[config.mk]
export PLATFORM = sky130hd
export DESIGN_NAME = cfg_chain_loader
export DESIGN_NICKNAME = d
export VERILOG_FILES = /design/src/rtl/cfg_chain_pkg.sv /design/src/rtl/cfg_bit_packer.sv /design/src/rtl/cfg_chain_loader.sv
export SDC_FILE = /design/constraint.sdc
export NUM_CORES = 1
export LEC_CHECK = 0
export BUFFER_PORTS_ARGS = -buffer_cell sky130_fd_sc_hd__buf_2
export CELL_PAD_IN_SITES_DETAIL_PLACEMENT = 1
export CELL_PAD_IN_SITES_GLOBAL_PLACEMENT = 2
export CORE_MARGIN = 2
export CORE_UTILIZATION = 30
export DETAILED_ROUTE_END_ITERATION = 8
export PLACE_DENSITY = 0.79
export SLEW_MARGIN = 0
export SYNTH_ARGS = -nofsm -noshare
export SYNTH_HDL_FRONTEND = slang
export SYNTH_SLANG_ARGS = --single-unit
[constraint.sdc]
create_clock -name clk -period 3.05 [get_ports clk]
set_clock_uncertainty 0.2 [all_clocks]
set_input_delay 0.305 -clock clk [delete_from_list [all_inputs] [get_ports clk]]
set_output_delay 0.305 -clock clk [all_outputs]
set_load 0.005 [all_outputs]
[src/rtl/cfg_chain_pkg.sv]
// Shared types and sizing helpers for the configuration chain loader.
package cfg_chain_pkg;

    typedef enum logic [1:0] {
        IDLE  = 2'd0,
        LOAD  = 2'd1,
        FLUSH = 2'd2,
        DONE  = 2'd3
    } state_t;

    localparam int DEF_CHAIN_LEN = 6;
    localparam int DEF_WORD_W    = 8;

    function automatic int ceil_div(input int a, input int b);
        return (a + b - 1) / b;
    endfunction

endpackage

[src/rtl/cfg_bit_packer.sv]
// Collects chain-tail bits LSB-first and hands them out as words through a
// single valid/ready output register.
module cfg_bit_packer
    import cfg_chain_pkg::*;
#(
    parameter int WORD_W = DEF_WORD_W
) (
    input  logic              clk,
    input  logic              reset,
    input  logic              clear,
    input  logic              bit_valid,
    input  logic              bit_in,
    input  logic              bit_last,
    output logic              blocked,
    output logic [WORD_W-1:0] rb_data,
    output logic              rb_valid,
    input  logic              rb_ready
);

    localparam int CNT_W = $clog2(WORD_W + 1);

    logic [WORD_W-1:0] acc;
    logic [WORD_W-1:0] acc_next;
    logic [CNT_W-1:0]  cnt;
    logic              completing;

    assign completing = bit_last || (cnt == CNT_W'(WORD_W - 1));
    // A completing bit needs the output register free (or freed this cycle).
    assign blocked    = completing && rb_valid && !rb_ready;
    assign acc_next   = acc | (WORD_W'(bit_in) << cnt);

    always_ff @(posedge clk or posedge reset) begin
        if (reset) begin
            acc      <= '0;
            cnt      <= '0;
            rb_data  <= '0;
            rb_valid <= 1'b0;
        end else begin
            if (rb_valid && rb_ready) begin
                rb_valid <= 1'b0;
            end
            if (clear) begin
                acc <= '0;
                cnt <= '0;
            end else if (bit_valid) begin
                if (completing) begin
                    rb_data  <= acc_next;
                    rb_valid <= 1'b1;
                    acc      <= '0;
                    cnt      <= '0;
                end else begin
                    acc <= acc_next;
                    cnt <= cnt + CNT_W'(1);
                end
            end
        end
    end

endmodule

[src/rtl/cfg_chain_loader.sv]
// Serialises configuration words onto a daisy-chain of config cells while
// capturing the bits shifted out of the chain tail as readback words.
//
// state | meaning
// IDLE  | waiting for start
// LOAD  | accepting words and shifting bits into the chain
// FLUSH | all bits shifted, waiting for the final readback word to drain
// DONE  | one-cycle completion pulse
module cfg_chain_loader
    import cfg_chain_pkg::*;
#(
    parameter int CHAIN_LEN = DEF_CHAIN_LEN,
    parameter int WORD_W    = DEF_WORD_W
) (
    input  logic              clk,
    input  logic              reset,
    input  logic              start,
    output logic              busy,
    output logic              done,
    input  logic [WORD_W-1:0] s_data,
    input  logic              s_valid,
    output logic              s_ready,
    output logic [WORD_W-1:0] rb_data,
    output logic              rb_valid,
    input  logic              rb_ready,
    output logic              cfg_chain_in,
    output logic              cfg_chain_en,
    input  logic              cfg_chain_out
);

    localparam int NW          = ceil_div(CHAIN_LEN, WORD_W);
    localparam int LAST_BITS   = CHAIN_LEN - (NW - 1) * WORD_W;
    localparam int SHIFT_CNT_W = $clog2(CHAIN_LEN + 1);
    localparam int BIT_CNT_W   = $clog2(WORD_W + 1);
    localparam int WORD_CNT_W  = $clog2(NW + 1);

    state_t                 state;
    state_t                 next_state;
    logic [WORD_W-1:0]      buf_data;
    logic [BIT_CNT_W-1:0]   buf_cnt;
    logic [SHIFT_CNT_W-1:0] shift_cnt;
    logic [WORD_CNT_W-1:0]  word_cnt;
    logic                   start_acc;
    logic                   accept;
    logic                   shift_en;
    logic                   last_shift;
    logic                   pk_blocked;

    assign start_acc  = (state == IDLE) && start;
    assign accept     = s_valid && s_ready;
    assign last_shift = (shift_cnt == SHIFT_CNT_W'(CHAIN_LEN - 1));

    always_ff @(posedge clk or posedge reset) begin
        if (reset) begin
            state <= IDLE;
        end else begin
            state <= next_state;
        end
    end

    always_comb begin
        next_state = state;
        case (state)
            IDLE:    if (start) next_state = LOAD;
            LOAD:    if (shift_en && last_shift) next_state = FLUSH;
            FLUSH:   if (rb_valid && rb_ready) next_state = DONE;
            DONE:    next_state = IDLE;
            default: next_state = IDLE;
        endcase
    end

    always_comb begin
        busy     = 1'b0;
        done     = 1'b0;
        shift_en = 1'b0;
        s_ready  = 1'b0;
        case (state)
            LOAD: begin
                busy     = 1'b1;
                shift_en = (buf_cnt != '0)
                        && (shift_cnt < SHIFT_CNT_W'(CHAIN_LEN))
                        && !pk_blocked;
                // Refill while the last buffered bit leaves so words stream without bubbles.
                s_ready  = ((buf_cnt == '0) || ((buf_cnt == BIT_CNT_W'(1)) && shift_en))
                        && (word_cnt < WORD_CNT_W'(NW));
            end
            FLUSH:   busy = 1'b1;
            DONE:    done = 1'b1;
            default: ;
        endcase
    end

    always_ff @(posedge clk or posedge reset) begin
        if (reset) begin
            buf_data  <= '0;
            buf_cnt   <= '0;
            shift_cnt <= '0;
            word_cnt  <= '0;
        end else if (start_acc) begin
            buf_data  <= '0;
            buf_cnt   <= '0;
            shift_cnt <= '0;
            word_cnt  <= '0;
        end else begin
            if (accept) begin
                buf_data <= s_data;
                buf_cnt  <= (word_cnt == WORD_CNT_W'(NW - 1)) ? BIT_CNT_W'(LAST_BITS)
                                                              : BIT_CNT_W'(WORD_W);
                word_cnt <= word_cnt + WORD_CNT_W'(1);
            end else if (shift_en) begin
                buf_data <= buf_data >> 1;
                buf_cnt  <= buf_cnt - BIT_CNT_W'(1);
            end
            if (shift_en) begin
                shift_cnt <= shift_cnt + SHIFT_CNT_W'(1);
            end
        end
    end

    assign cfg_chain_en = shift_en;
    assign cfg_chain_in = shift_en & buf_data[0];

    cfg_bit_packer #(
        .WORD_W(WORD_W)
    ) u_packer (
        .clk      (clk),
        .reset    (reset),
        .clear    (start_acc),
        .bit_valid(shift_en),
        .bit_in   (cfg_chain_out),
        .bit_last (last_shift),
        .blocked  (pk_blocked),
        .rb_data  (rb_data),
        .rb_valid (rb_valid),
        .rb_ready (rb_ready)
    );

endmodule
==> metrics.md <==
| Metric | Value |
|---|---|
| Mean Syn Cell Area | 9.98 um2 |
| Yosys warns | 0 |
| CP Class | reg2out |
| Die height | 85.4 um |
| Area added between synthesis and finish | 16.4% |
| GRT Total Usage | 13.3% |
| Wire per inst | 14.0 um |
| Simple-gate area share of the yosys netlist | 16.2% |
| Vias in the first global route | 1599 |
| Worst path slowest cell | dfrtp_1 |
| Row count | 29 |
| Clk Latency, worst-skew pair | 0.29 ns |
| Leak | 1.12 nW |
| Most area-consuming cells after synthesis | dfrtp_1 (49%), ha_1 (6.9%), a21oi_1 (5.5%) |
| Worst Path Buf+Inv | 2 |
| Post-cts resize count | 0 |
| Xor/xnor cell area share of the yosys netlist | 2.65% |
| Largest net degree at the start of global routing | 24 |
| Min-Delay Path Class | in2async |
| Worst Setup End Kind | output port |
| CP Data Required Time | 2.54 ns |
| Post-Synth Adder-Cell Area | 6.93% |
| Clock Pin Slew Worst Setup and Hold Paths | 0.08 ns |
| TritonCTS clock tree | done |
| Finish-stage setup viols | 0 |
| Final GP Congestion | 0.800 |
| Final HPWL DP | 3100 um |
| EDFF count, synth | 0 |
| Initial core utilization | 31.1% |
| Fin. max-slew vios | 0 |
| Core Footprint | 6390 um2 |
| Final nets | 253 |
| Power Density | 877 nW/um2 |
| CTS buffer count | 5 |
| Post-route DRC | 0 |
| Via count | 1520 |
| CP peak stage delay | 0.40 ns |
| Port Buf Inserts | 27 |
| Post-synthesis cell type count | 39 |
| Met2 Usage GRT | 20.3% |
| Sequential area share after synthesis | 49.1% |
| Worst rel slew slack | 40.6% |
| Worst EP arrival | 1.96 ns |
| Die ar. | 7290 um2 |
| Busiest grt layer | met2 |
| Final Hold Fails | 5 |
| Antenna violations before repair | 0 |
| Residual overflow from global routing | 0 |
| Final Util | 36.2% |
| Detailed-router iteration count before antenna repair | 4 |
| Main combinational cell family by area after synthesis | simple AND/OR/NAND/NOR gates |
| Setup TNS | 0 ns |
| Hold-fix buffers, CTS | 0 |
| Final hold slack | -0.00738 ns |
| 1st-iter DRT viols | 54 |
| Post-synth ARST share | 100% |
| Share of layout cells above drive strength 1 | 20.5% |
| Root buf cell | clkbuf_8 |
| Die boundary width | 85.4 um |
| Crit-path max FO | 9 |
| Share of the synthesized area in the top cell type | 49.1% |
| Max Clk Rate | 406 MHz |
| #FFs+latches synth | 39 |
| Total power | 0.00203 W |
| Outcome | complete, but fails checks |
| Reg2Reg Setup Slack | 0.67 ns |
| Synth Flop Type | dfrtp_1 |
| Final Critical Period | 2.46 ns |
| First-pass GRT wire length | 7760 um |
| Biggest area consumer among synthesized cells | dfrtp_1 |
| Met1 Resource Use GR | 18.6% |
| Max-cap violations | 0 |
| Maximum clock insertion buffer count | 2 |
| Post-Syn Instances | 199 |
| Cell Chain, Critical Path | inv_1 > ha_1 > or3b_1 > and3_4 > and3_1 > buf_2 |
| Post-synth net total | 224 |
| Mux contribution to synthesized area | 4.85% |
| Top delay family on crit path | simple AND/OR/NAND/NOR gates |
| Violated checks | negative hold slack |
| Final antenna-violating net count | 0 |
| Post-route cell area | 2310 um2 |
| Clk sinks | 39 |
| H-tree depth | 2 |
| Compound-Gate Fraction of Synth Area | 15.4% |
| Ant diodes | 0 |
| Syn Std Cell Area | 1990 um2 |
| Post-DP Area | 2190 um2 |
| Worst VDD drop | 0.333 mV |
| Met3 GRT Util | 2.43% |
| Post-CTS setup buffers | 0 |
| Slew @ Worst Pin | 0.889 ns |
| Vias/cell | 4.97 |
| Routed WL | 4270 um |
| CP Launch Type | flip-flop |
| RSZ-0062 raised after global routing | false |
| # IOs | 28 |
| Crit share post-route | 80.8% |
registers in the layout (all words and copies together) (netlist names):
signal,flops
u_packer.cnt,4
buf_data,8
u_packer.acc,8
state,2
u_packer.rb_valid,1
word_cnt,1
shift_cnt,3
buf_cnt,4
u_packer.rb_data,8
logic make-up after synthesis:
logic type,after synthesis
multiplexers,9
AND/OR/NAND/NOR,62
flip-flops,39
AO/OA/AOI/OAI,53
buffers and inverters,19
XOR/XNOR,6
adder cells (fa/ha/maj),11
metrics by stage:
stage / std cells / setup slack (ns)
floorplan: 199 / 0.915
global placement: 298 / 0.772
finish: 306 / 0.587
detailed placement: 298 / 0.648
global route: 306 / 0.344
CTS: 306 / 0.537
synth_stat cells (3+ instances only):
cell type and n:
a211oi_1 3, a21oi_1 22, and3_1 7, buf_2 4
dfrtp_1 39, ha_1 11, inv_1 10, mux2i_1 7
nand2_1 27, nand3_1 3, nand4_1 4, nor2_1 9
o21ai_0 19, xnor2_1 4
placed cells by master, fill, tap and decap left out, types with 2 or more instances in the layout:
master,n
nand3_1,3
dfrtp_1,39
mux2i_1,7
clkbuf_8,6
and3_1,7
and2_1,2
a21oi_1,22
nand4_1,4
a21oi_2,2
a31oi_1,2
buf_4,3
o21ai_0,19
a211oi_1,3
nand2_1,27
inv_1,10
ha_1,11
xnor2_1,4
buf_2,27
xor2_1,2
nor2_1,9
a22o_1,2
routing by layer:
layer / wire length (um) / share of wire [%] / vias up
li1: - / - / 749
met1: 2100 / 49 / 733
met2: 1930 / 45 / 33
met3: 162 / 3.8 / 5
met4: 82 / 1.9 / 0
met5: 0 / 0 / -
worst register-to-register path, delay by kind of cell (launching register included):
kind / cells / cell delay (ns)
flops: 1 / 0.40
fa+ha+maj: 1 / 0.21
compound gates: 2 / 0.62
buf+inv: 1 / 0.12
simple gates: 3 / 0.75
final timing paths:
| kind | from | endpoint | cells past startpoint |
|---|---|---|---|
| worst max-delay path | buf_cnt[0]$_DFFE_PP0P_ | cfg_chain_in | 6 |
| worst min-delay path | reset | u_packer.rb_data[6]$_DFFE_PP0P_ | 2 |
| worst max register to register | buf_cnt[0]$_DFFE_PP0P_ | u_packer.acc[6]$_DFFE_PP0P_ | 7 |
| worst min register to register | u_packer.rb_data[4]$_DFFE_PP0P_ | u_packer.rb_data[4]$_DFFE_PP0P_ | 2 |
| max in group asynchronous | reset | u_packer.acc[3]$_DFFE_PP0P_ | 3 |
| min in group clk | s_data[7] | buf_data[7]$_DFFE_PP0P_ | 3 |
cell type report:
cell class / instances / area [um2]
clock buffers: 6 / 82.6
clock inverters: 2 / 35.0
fillers: 737 / 4080
inverters: 11 / 48.8
multi-input cells: 141 / 915
flip-flops and latches: 39 / 976
well taps: 77 / 96.3
repair buffers: 30 / 158
where the power goes:
part	total (W)	switching, W	internal [W]
Clock	0.000445	0.000180	0.000265
Sequential	0.000768	0.000115	0.000653
Combinational	0.000814	0.000459	0.000356
Total	0.00203	0.000754	0.00127
No activity file was read; power rests on OpenSTA's default activity.
